## config.mk

```make
export PLATFORM = sky130hd
export DESIGN_NAME = proc_fetch_resp_queue
export DESIGN_NICKNAME = d
export VERILOG_FILES = /design/src/rtl/proc_fetch_resp_queue.sv
export SDC_FILE = /design/constraint.sdc
export NUM_CORES = 1
export LEC_CHECK = 0
export BUFFER_PORTS_ARGS = -buffer_cell sky130_fd_sc_hd__buf_2
export CAP_MARGIN = 25
export CORE_ASPECT_RATIO = 1.1
export CORE_MARGIN = 2
export CORE_UTILIZATION = 58
export CTS_BUF_LIST = sky130_fd_sc_hd__clkbuf_16
export DETAILED_ROUTE_END_ITERATION = 8
export HOLD_SLACK_MARGIN = 0.05
export PLACE_DENSITY = 0.84
export RECOVER_POWER = 100
export SLEW_MARGIN = 20
export SYNTH_ARGS = -nofsm -noshare
export SYNTH_HDL_FRONTEND = slang
export SYNTH_SLANG_ARGS = --single-unit
```

## constraint.sdc

```tcl
create_clock -name clk -period 7.6 [get_ports clk]
set_input_delay 0.38 -clock clk [delete_from_list [all_inputs] [get_ports clk]]
set_output_delay 0.38 -clock clk [all_outputs]
set_load 0.05 [all_outputs]
```

## src/rtl/proc_fetch_resp_queue.sv

```systemverilog
// Fetch response queue: tracks outstanding imem requests, buffers responses in a
// small circular queue and discards responses to requests squashed by a redirect.
module proc_fetch_resp_queue #(
  parameter int p_num_entries  = 2,
  parameter int p_max_inflight = 4
) (
  input  logic                                 clk,
  input  logic                                 reset,
  input  logic                                 req_fire,
  output logic                                 req_ok,
  input  logic                                 resp_val,
  output logic                                 resp_rdy,
  input  logic [31:0]                          resp_data,
  input  logic                                 squash,
  output logic                                 deq_val,
  input  logic                                 deq_rdy,
  output logic [31:0]                          deq_data,
  output logic [$clog2(p_max_inflight+1)-1:0]  num_inflight
);

  localparam int PW = (p_num_entries > 1) ? $clog2(p_num_entries) : 1;
  localparam int CW = $clog2(p_num_entries + 1);
  // One extra code point: the redirect-target request may issue while req_ok=0.
  localparam int IW = $clog2(p_max_inflight + 2);
  localparam int OW = $clog2(p_max_inflight + 1);

  logic [31:0]   mem_q [p_num_entries];
  logic [PW-1:0] head_q, head_d;
  logic [PW-1:0] tail_q, tail_d;
  logic [CW-1:0] count_q, count_d;
  logic [IW-1:0] inflight_q, inflight_d;
  logic [IW-1:0] drop_q, drop_d;

  logic enq_fire, deq_fire, req_acc, resp_acc, write_en;

  assign req_ok       = inflight_q < IW'(p_max_inflight);
  assign resp_rdy     = (drop_q != '0) || (count_q != CW'(p_num_entries));
  assign deq_val      = (count_q != '0);
  assign deq_data     = mem_q[head_q];
  assign num_inflight = inflight_q[OW-1:0];

  assign enq_fire = resp_val && resp_rdy;
  assign deq_fire = deq_val && deq_rdy;
  assign req_acc  = req_fire && (req_ok || squash);
  assign resp_acc = enq_fire && (inflight_q != '0);
  assign write_en = resp_acc && !squash && (drop_q == '0);

  always_comb begin
    head_d     = head_q;
    tail_d     = tail_q;
    count_d    = count_q;
    drop_d     = drop_q;
    inflight_d = inflight_q + IW'(req_acc) - IW'(resp_acc);
    if (squash) begin
      head_d  = '0;
      tail_d  = '0;
      count_d = '0;
      drop_d  = inflight_q - IW'(resp_acc);
    end else begin
      if (deq_fire) head_d = head_q + PW'(1);
      if (write_en) tail_d = tail_q + PW'(1);
      count_d = count_q + CW'(write_en) - CW'(deq_fire);
      drop_d  = drop_q - IW'(resp_acc && (drop_q != '0));
    end
  end

  always_ff @(posedge clk) begin
    if (reset) begin
      head_q     <= '0;
      tail_q     <= '0;
      count_q    <= '0;
      inflight_q <= '0;
      drop_q     <= '0;
      for (int i = 0; i < p_num_entries; i++) mem_q[i] <= '0;
    end else begin
      head_q     <= head_d;
      tail_q     <= tail_d;
      count_q    <= count_d;
      inflight_q <= inflight_d;
      drop_q     <= drop_d;
      if (write_en) mem_q[tail_q] <= resp_data;
    end
  end

`ifndef SYNTHESIS
  a_req_overflow: assert property (@(posedge clk) disable iff (reset)
    !(req_fire && !req_ok && !squash));
  a_resp_underflow: assert property (@(posedge clk) disable iff (reset)
    !(enq_fire && (inflight_q == '0)));
  a_drop_le_inflight: assert property (@(posedge clk) disable iff (reset)
    drop_q <= inflight_q);
`endif

endmodule

```

Yosys cells after proc, flatten, opt, wreduce, memory -nomap -nowiden
Memories as Yosys holds them, arrays and structs flattened. A register that Yosys moved wholly into a read port is not among the register bits. Cells that the tools add are included.

Bits in registers: 10. Latch bits: 0. Memory bits (writable): 64. Memory bits (read-only): 0. Output and inout bits: 38. Logic and storage cells: 43. Memories kept: 1.

Memory list: mem_q (words 2, bits a word 32, read ports 1, clocked after Yosys merged registers in 1, write ports 2, RTL line 27) `logic [31:0] mem_q [p_num_entries];`.

Add/subtract/negate cells: 8. $mul: 0. Divide/modulo/power cells: 0. Magnitude comparators: 1. Equality and inequality tests: 1. Shift operators: 0. Mux-type cells: 11. Bitwise gates (word level): 0. Reductions and logical operators: 16.

Operator list (count): $mux W32 (1); $reduce_or A32 Y1 (1); $mux W1 (9); $sub A3 B1 Y3 (3); $logic_and A1 B1 Y1 (7); $reduce_bool A3 Y1 (2); $add A3 B1 Y3 (1); $logic_not A3 Y1 (1); $lt A3 B3 Y1 const B (1); $mux W3 (1); $add A1 B1 Y1 const B (2); $add A2 B1 Y2 (1); $logic_or A1 B1 Y1 (2); $ne A2 B2 Y1 const B (1); $reduce_bool A2 Y1 (1); $reduce_or A2 Y1 (1); $sub A2 B1 Y2 (1); $logic_not A1 Y1 (1).

Depth between registers and ports, before layout
Gate-level depths: netlist of the first run.

Depth after elaboration: 11. Depth in mapped cells: 10.

Least setup slack after synthesis of the first run
Ideal clock, no wire load.

Path kind: reg-to-reg. Start point: register inflight_q[2] (netlist: num_inflight[2]). End point: memory mem_q[0][0], enable pin. Library setup time: 0.428 ns. Arrival time: 3.221 ns. Data required time: 7.172 ns. Slack: 3.951 ns. Stages on the path, launching flop included: 6. Path buffers: 2. Clock period less this slack: 3.649 ns. Cell sequence: dfxtp_1 -> o31ai_1 -> or4b_1 -> buf_2 -> buf_2 -> o21bai_1.

RTL lines: from (decl) (RTL line 31) `logic [IW-1:0] inflight_q, inflight_d;`; from (signal assigned) (RTL line 79) `inflight_q <= inflight_d;`; to (decl) (RTL line 27).

==> metrics.txt, run 1 <==
drt drc=0; post_cts resized=0; Final setup viols=0; final worst-path cycle share=61.5%; initial core utilization=60.8%; initial antenna violation count=0; Peak supply drop=190 µV; first-pass GRT wire length=around 11000 µm; Die ar.=between 6000 and 7000 µm²; syn_area_per_cell=12.7 µm²; CTS clk-pin slew, worst paths=around 50 ps; hold path depth=2; # diodes=0; Slew Limit Fails=about 100; First-pass DRT Iterations=4; number of setup buffers added after CTS=0; commonest non-fill, non-tap cells in the layout=edfxtp_1, nor3_1, inv_1; syn nets=approximately 330; crit path launch type=flop; Worst path max stage delay=1410 ps; Synth area leaders=edfxtp_1, mux2_2, nor3_1; hold_sp=squash; power per cell area=298 nW/µm²; leak pwr=1.63 nW; Die X=78.6 µm; Post-Route WL=6640 µm; cts hold-fix bufs=0; max-cap violations=2; RR Endpoint=mem_q[1][10]$_SDFFCE_PN0P_; I/O Buffers=between 70 and 80; top cell type's share of synthesized area=54.1%; GRT Total Usage=21.2%; data arrival time of the worst path=4610 ps; kind of critical path=reg2reg; Crit. End Element=flop; Hold Crit Class=in2reg; share of layout cells above drive strength 1=26.5%; die height=around 86 µm; mapped cell area=3550 µm²; WL/cell=15.5 µm; H-tree lvl count=3; Fin Clk Skew=3.19 ps; Fin. Hold Viols=0; clock sink count=between 70 and 80; Max-Slew Margin vs Limit=-52.5%; crit-path cells=o31ai_1, or4b_1, o21bai_1, clkbuf_1; CTS tree=yes; commonest non-fill, non-tap cell in the layout=edfxtp_1; setup_tns=0 ps; GPL Wtd Cong=0.747; Placed Instances=411; Min Clock Period, post-route=4670 ps; Core Box Area=5840 µm²; Ys Warns=0; GRT overflow=0; CP Max Fanout=68; P&R area growth vs syn=15.9%; CTS buffer count=9; reg2reg start=num_inflight[2]$_SDFF_PP0_; sequential share of the synthesized area=60.3%; largest net degree at the start of global routing=69; vias in the first global route=2398; #FFs+latches synth=75; clk_lat worst skew=320 ps; Layout Cells excl Fill=428; Via density=5.37; vias post-DR=2297; CP max stage cell=or4b_1; Req. time, crit path=~7500 ps; Least-Margin Pin Slew=2290 ps; row count=29; post-synth top area cell=edfxtp_1; cells after synthesis=279; Starting DRT DRC Count=97; failing checks=max-capacitance violations, max-slew violations; reg2reg path depth=4; final antenna-violating net count=0; f_max=214 MHz; register-to-register setup slack=2930 ps; total I/O pin count=76; Nets=393; Post-DP HPWL=4010 µm; Netlist cell types=28; status=complete, but fails checks; CTS root buffer=clkbuf_16; maximum clock path buffer count=2; RSZ-0062 raised after global routing=false
==> power breakdown <==
| part | internal [mW] | leakage (nW) | total (mW) | switching, mW |
|---|---|---|---|---|
| clock network | 0.283 | 0.160 | 0.436 | 0.153 |
| registers | 0.489 | 0.753 | 0.507 | 0.0182 |
| logic | 0.0779 | 0.713 | 0.284 | 0.206 |
==> synthesized netlist by cell type <==
cell      number
ha_1           8
xnor2_1        6
dfxtp_1       11
nand2b_1       1
clkbuf_1       9
o21ai_0        1
nor3_2        21
or2_2          2
inv_1         41
o21bai_1       2
o21a_1         1
edfxtp_1      64
buf_6          3
xor2_1         1
and2_1         2
fa_1           1
nand2_1        2
a211oi_1       3
o31ai_1        1
mux2_2        32
nor3_1        46
or4b_1         1
nor2_1         5
mux2i_1        1
nor2b_1        4
buf_2          5
buf_1          4
a21oi_1        1
==> per-layer routing <==
layer	wire, µm	vias to the layer above	global-route usage (%)
met4	223	0	13.9
met3	395	23	6.11
met1	2730	1090	23.7
met2	3290	75	35.4
met5	0	-	0
li1	-	1109	-
==> flip-flops by register name (all words and copies together) (netlist names), named ones only <==
| name | count |
|---|---|
| mem_q | 64 |
| num_inflight | 3 |
| count_q | 2 |
| tail_q | 1 |
| drop_q | 3 |
| head_q | 1 |
==> critical path: cells and delay by family, from the launching register on <==
kind / cells / cell delay [ps]
AOI/OAI and AO/OA: 2 / 1450
buffers and inverters: 1 / 980
DFF: 1 / 410
and+or+nand+nor: 1 / 1410
==> area by class of cell <==
class / instances / area (µm²)
Sequential cell: 75 / 2140
Fill cell: 426 / 1730
Inverter: 41 / 154
Clock buffer: 9 / 225
Timing Repair Buffer: 77 / 338
Multi-Input combinational cell: 142 / 1080
Tap cell: 77 / 96.3
Clock inverter: 7 / 83.8
==> logic make-up after synthesis <==
group                    after synthesis  synth area share [%]
AND/OR/NAND/NOR                       84                  15.0
adder cells (fa/ha/maj)                9                  3.38
flip-flops                            75                  60.3
XOR/XNOR                               7                  1.73
buffers and inverters                 62                  7.36
multiplexers                          33                  10.4
AO/OA/AOI/OAI                          9                  1.76
==> metrics by stage <==
stage                     area (µm²)  worst slack, ps  util (%)  hold slack [ps]  power [mW]
after global placement          3950             4850      67.6              534       0.804
after global routing            4120             2480      70.4              379        1.28
after detailed placement        3950             4800      67.6              551       0.812
after CTS                       4260             4810      72.9              356        1.25
final                           4120             2930      70.4              364        1.23
after floorplan                 3550             3950         -              473       0.750
==> how the worst max path moves through the flow <==
stage,start,endpoint,cells after the start
global placement,squash,mem_q[1][5]$_SDFFCE_PN0P_,3
CTS,drop_q[1]$_SDFF_PP0_,mem_q[1][16]$_SDFFCE_PN0P_,3
floorplan,num_inflight[2]$_SDFF_PP0_,mem_q[0][0]$_SDFFCE_PN0P_,5
finish,num_inflight[2]$_SDFF_PP0_,mem_q[1][10]$_SDFFCE_PN0P_,4
global route,num_inflight[2]$_SDFF_PP0_,mem_q[1][16]$_SDFFCE_PN0P_,4
detailed placement,squash,mem_q[1][13]$_SDFFCE_PN0P_,3
No activity file was read; power rests on OpenSTA's default activity.
==> run 2, diff against run 1 <==
--- a/config.mk
+++ b/config.mk
@@ -5,15 +5,16 @@
 export SDC_FILE = /design/constraint.sdc
 export NUM_CORES = 1
 export LEC_CHECK = 0
+export ABC_AREA = 1
 export BUFFER_PORTS_ARGS = -buffer_cell sky130_fd_sc_hd__buf_2
 export CAP_MARGIN = 25
 export CORE_ASPECT_RATIO = 1.1
 export CORE_MARGIN = 2
-export CORE_UTILIZATION = 58
+export CORE_UTILIZATION = 49
 export CTS_BUF_LIST = sky130_fd_sc_hd__clkbuf_16
 export DETAILED_ROUTE_END_ITERATION = 8
 export HOLD_SLACK_MARGIN = 0.05
-export PLACE_DENSITY = 0.84
+export PLACE_DENSITY = 0.76
 export RECOVER_POWER = 100
 export SLEW_MARGIN = 20
 export SYNTH_ARGS = -nofsm -noshare
==> constraint.sdc (replaced) <==
create_clock -name clk -period 4.15 [get_ports clk]
set_input_delay 0.2075 -clock clk [delete_from_list [all_inputs] [get_ports clk]]
set_output_delay 0.2075 -clock clk [all_outputs]
set_load 0.05 [all_outputs]
==> metrics.txt, run 2 <==
critical path depth in cells=5; number of setup buffers added after CTS=0; RSZ-0062 raised after global routing=false; Hold Crit Class=in2reg; Crit. End Element=flop; Final setup viols=0; status=complete, but fails checks; Peak supply drop=~460 µV; crit-path cells=nor2_1, a21boi_0, nand4_1, nand2_1, clkbuf_1; Fin Clk Skew=6.61 ps; CTS tree=yes; max-cap violations=1; vias post-DR=2160; commonest non-fill, non-tap cells in the layout=nor2_1, edfxtp_1, inv_1; initial antenna violation count=0; Critical path buffers and inverters=1; total I/O pin count=76; Most flops, register=mem_q; Hold Path End=num_inflight[0]$_SDFF_PP0_; synth cell count leaders=edfxtp_1, nor2_1, inv_1, mux2_2, nand2_1; Largest register FFs=64; kind of critical path=reg2reg; failing checks=max-capacitance violations, max-slew violations; post-route cell area=4060 µm²; total power=2.25 mW; dpl cell area=3820 µm²; initial core utilization=51.2%; final worst-path cycle share=69.9%; Die X=83.6 µm; GPL Wtd Cong=~0.76; CTS buffer count=9; row count=31; Setup WS post-layout=between 1000 and 1500 ps; share of layout cells above drive strength 1=26.1%; Fin. Hold Viols=0; Starting DRT DRC Count=155; syn_area_per_cell=approximately 12 µm²; clk_lat worst skew=~320 ps; WL/cell=13.9 µm; reg2reg start=num_inflight[1]$_SDFF_PP0_; Die ar.=7660 µm²; H-tree lvl count=3; Max-Slew Margin vs Limit=-28.8%; I/O Buffers=75; Core Box Area=about 6700 µm²; Least-Margin Pin Slew=1930 ps; sequential share of the synthesized area=roughly 63%; clock sink count=75; f_max=approximately 340 MHz; GRT Total Usage=between 10% and 20%; Worst path max stage delay=~1400 ps; setup_tns=0 ps; Netlist cell types=24; cts hold-fix bufs=0; Via density=4.80; GRT overflow=0; hold_sp=reset; CP startpoint=num_inflight[1]$_SDFF_PP0_; reg2reg path depth=5; fill count=575; data arrival time of the worst path=between 2000 and 3000 ps; Placed Instances=434; Nets=410; CP max stage cell=clkbuf_1; post-synth top area cell=edfxtp_1; Req. time, crit path=around 4000 ps; crit path launch type=flop; First-pass DRT Iterations=4; Layout Cells excl Fill=450; largest net degree at the start of global routing=34; final antenna-violating net count=0; cells after synthesis=285; Slew Limit Fails=33; Post-synth top flop=edfxtp_1; maximum clock path buffer count=2; Post-synth ARST share=0%; Post-DP HPWL=4070 µm; pre-CTS WS=1810 ps; post_cts resized=0; # diodes=0; Post-Route WL=6260 µm; WHS=120 ps; RR Endpoint=mem_q[0][27]$_SDFFCE_PN0P_; vias in the first global route=2173; die height=91.6 µm; #FFs+latches synth=75; P&R area growth vs syn=18.9%; Min Clock Period, post-route=approximately 2900 ps; leak pwr=1.78 nW; Synth area leaders=edfxtp_1, mux2_2, nor2_1; CTS clk-pin slew, worst paths=50 ps; power per cell area=around 550 nW/µm²; register-to-register setup slack=about 1200 ps; drt drc=0; mapped cell area=3420 µm²; first-pass GRT wire length=just under 10000 µm; CP top delay family=buffers and inverters; hold path depth=2; CTS root buffer=clkbuf_16; Ys Warns=0; CP Max Fanout=32; top cell type's share of synthesized area=56.3%; syn nets=about 330; Util after Layout=60.9%; Post-synth EDFFs=64
## run 2: changes by cell type after synthesis, moves of 4 or more
cell	change
inv_1	+8
xnor2_1	-4
nand2_1	+10
buf_1	-4
nor3_2	-21
nor2b_1	-4
nor2_2	+8
clkbuf_1	-8
nor3_1	-46
nor2_1	+59
a21oi_1	+8
## run 2: layout make-up
| class | count | area (µm²) | area share [%] |
|---|---|---|---|
| well taps | 82 | 103 | 2.53 |
| multi-input cells | 151 | 972 | 23.9 |
| inverters | 49 | 184 | 4.53 |
| clock inverters | 7 | 92.6 | 2.28 |
| clock buffers | 9 | 225 | 5.55 |
| flip-flops and latches | 75 | 2140 | 52.8 |
| repair buffers | 77 | 342 | 8.41 |
## run 2: worst max-delay path by stage
stage                            endpoint  slack [ps]
6_report       mem_q[0][27]$_SDFFCE_PN0P_        1250
4_1_cts        num_inflight[2]$_SDFF_PP0_        1790
2_1_floorplan  num_inflight[2]$_SDFF_PP0_        1500
5_1_grt        mem_q[1][18]$_SDFFCE_PN0P_         930
3_3_place_gp   num_inflight[2]$_SDFF_PP0_        1900
3_5_place_dp   num_inflight[2]$_SDFF_PP0_        1810
## run 2: cell families (layout without fill, tap and decap cells)
kind of cell,after synthesis,count (layout),synth area share [%]
AOI/OAI and AO/OA,13,13,2.31
and+or+nand+nor,93,93,12.0
buffers and inverters,59,142,7.91
adders and majority gates,9,9,3.52
muxes,32,32,10.5
xor gates and xnor gates,4,4,1.03
DFF,75,75,62.7
## run 2: power breakdown
group	switching, mW	internal [mW]
Clock	0.283	0.523
Combinational	0.376	0.135
Sequential	0.0360	0.898
Total	0.695	1.56
## run 2: routing by layer
layer  vias to the layer above  wire length [µm]  GRT usage [%]
li1                       1079                 -              -
met3                         8               369           5.73
met1                      1019              2440           19.0
met5                         -                 0              0
met2                        54              3350           29.3
met4                         0                87           6.59
==> run 3, diff against run 2 <==
--- a/config.mk
+++ b/config.mk
@@ -10,11 +10,11 @@
 export CAP_MARGIN = 25
 export CORE_ASPECT_RATIO = 1.1
 export CORE_MARGIN = 2
-export CORE_UTILIZATION = 49
+export CORE_UTILIZATION = 54
 export CTS_BUF_LIST = sky130_fd_sc_hd__clkbuf_16
 export DETAILED_ROUTE_END_ITERATION = 8
 export HOLD_SLACK_MARGIN = 0.05
-export PLACE_DENSITY = 0.76
+export PLACE_DENSITY = 0.8
 export RECOVER_POWER = 100
 export SLEW_MARGIN = 20
 export SYNTH_ARGS = -nofsm -noshare
==> constraint.sdc (replaced) <==
create_clock -name clk -period 2.9 [get_ports clk]
set_input_delay 0.145 -clock clk [delete_from_list [all_inputs] [get_ports clk]]
set_output_delay 0.145 -clock clk [all_outputs]
set_load 0.05 [all_outputs]
==> metrics.txt, run 3 (synthesis gave the netlist of run 2 again) <==
status=finished clean; row count=30; CTS tree=yes; max-cap violations=0; CP Max Fanout=6; total power=3.22 mW; reg2reg path depth=12; hold path depth=2; die height=just under 90 µm; WL/cell=13.5 µm; GPL Wtd Cong=about 0.85; initial antenna violation count=0; Req. time, crit path=3110 ps; leak pwr=between 1.5 and 2 nW; number of setup buffers added after CTS=0; CTS root buffer=clkbuf_16; Fin Clk Skew=approximately 9.4 ps; Min Clock Period, post-route=between 2000 and 3000 ps; setup_tns=0 ps; Crit. End Element=flop; Critical path buffers and inverters=3; Hold Path End=num_inflight[0]$_SDFF_PP0_; Post-Route WL=just over 6000 µm; maximum clock path buffer count=2; Starting DRT DRC Count=167; total I/O pin count=between 70 and 80; post_cts resized=0; area of the multi-input gates=975 µm²; CTS clk-pin slew, worst paths=roughly 60 ps; Final setup viols=0; GRT met1 Usage=20.1%; GRT Total Usage=18.3%; data arrival time of the worst path=roughly 2700 ps; vias in the first global route=2123; Core Box Area=6160 µm²; Slew Limit Fails=0; reg2reg start=num_inflight[1]$_SDFF_PP0_; clock sink count=75; Reg area=2140 µm²; cts hold-fix bufs=0; Peak supply drop=517 µV; CP startpoint=num_inflight[1]$_SDFF_PP0_; fill count=490; f_max=about 400 MHz; first-pass GRT wire length=9340 µm; critical path depth in cells=12; cell mode on critical path=inv_1; crit path launch type=flop; commonest non-fill, non-tap cell in the layout=nor2_1; Least-Margin Pin Slew=a little under 900 ps; I/O Buffers=75; Largest register FFs=64; H-tree lvl count=3; Via density=4.84; # diodes=0; register-to-register setup slack=400 ps; M3 GR Usage=4.88%; power per cell area=about 800 nW/µm²; Worst path max stage delay=420 ps; final worst-path cycle share=86.3%; Post-DP HPWL=between 3000 and 4000 µm; CP top delay family=adder cells; Die ar.=about 7000 µm²; met2 Track Usage GR=32.8%; Die X=79.8 µm; largest net degree at the start of global routing=34; Fin. Hold Viols=0; final antenna-violating net count=0; vias post-DR=~2200; Max-Slew Margin vs Limit=41.2%; CP max stage cell=dfxtp_1; Hold Crit Class=in2reg; drt drc=0; GRT overflow=0; RR Endpoint=num_inflight[2]$_SDFF_PP0_; grt peak-use layer=met2; share of layout cells above drive strength 1=25.7%; CTS buffer count=9; clk_lat worst skew=330 ps; initial core utilization=55.5%; kind of critical path=reg2reg; Nets=just over 400; hold_sp=reset; First-pass DRT Iterations=6; P&R area growth vs syn=19.0%; crit-path cells=nor2_1, a21boi_0, inv_1, a21oi_1, ha_1, inv_1, ha_1, inv_1, fa_1, xor2_1, o21ai_0, a21oi_1; Most flops, register=mem_q; RSZ-0062 raised after global routing=false; commonest non-fill, non-tap cells in the layout=nor2_1, edfxtp_1, inv_1
## run 3: area by class of cell
class	count	share of cell area, %
tap	80	2.46
sequential	75	52.7
inverter	49	4.52
multi-input combinational	151	24.0
clock inverter	7	2.28
timing repair buffer	78	8.55
clock buffer	9	5.54
## run 3: stage by stage
step | setup slack (ps) | utilization, % | instance area (µm²) | hold slack (ps) | std cells
5_1_grt | 224 | 66.1 | 4070 | 62.1 | 449
3_3_place_gp | 688 | 62.2 | 3830 | 407 | 433
6_report | 398 | 66.1 | 4070 | 69.5 | 449
3_5_place_dp | 569 | 62.2 | 3830 | 408 | 433
4_1_cts | 553 | 67.3 | 4150 | 65.0 | 449
2_1_floorplan | 246 | - | 3420 | 216 | 285
## run 3: where the power goes
group / internal (mW) / total, mW / switching (mW)
combinational: 0.192 / 0.727 / 0.535
sequential: 1.28 / 1.33 / 0.0471
clock: 0.749 / 1.16 / 0.410
## run 3: worst max-delay path by stage
stage	end	slack, ps
floorplan	num_inflight[2]$_SDFF_PP0_	250
global placement	num_inflight[2]$_SDFF_PP0_	690
detailed placement	num_inflight[2]$_SDFF_PP0_	570
CTS	num_inflight[2]$_SDFF_PP0_	550
global route	mem_q[1][0]$_SDFFCE_PN0P_	220
finish	num_inflight[2]$_SDFF_PP0_	400
## run 3: worst reg2reg max path: stages, from the launching register on
cell,delay [ps]
dfxtp_1,420
nor2_1,80
a21boi_0,330
inv_1,110
a21oi_1,200
ha_1,260
inv_1,60
ha_1,140
inv_1,50
fa_1,370
xor2_1,160
o21ai_0,150
a21oi_1,50
## run 3: metal layers
metal / up-vias / wire [µm]
met4: 0 / 83
met3: 7 / 239
met1: 1027 / 2500
li1: 1087 / -
met5: - / 0
met2: 50 / 3240
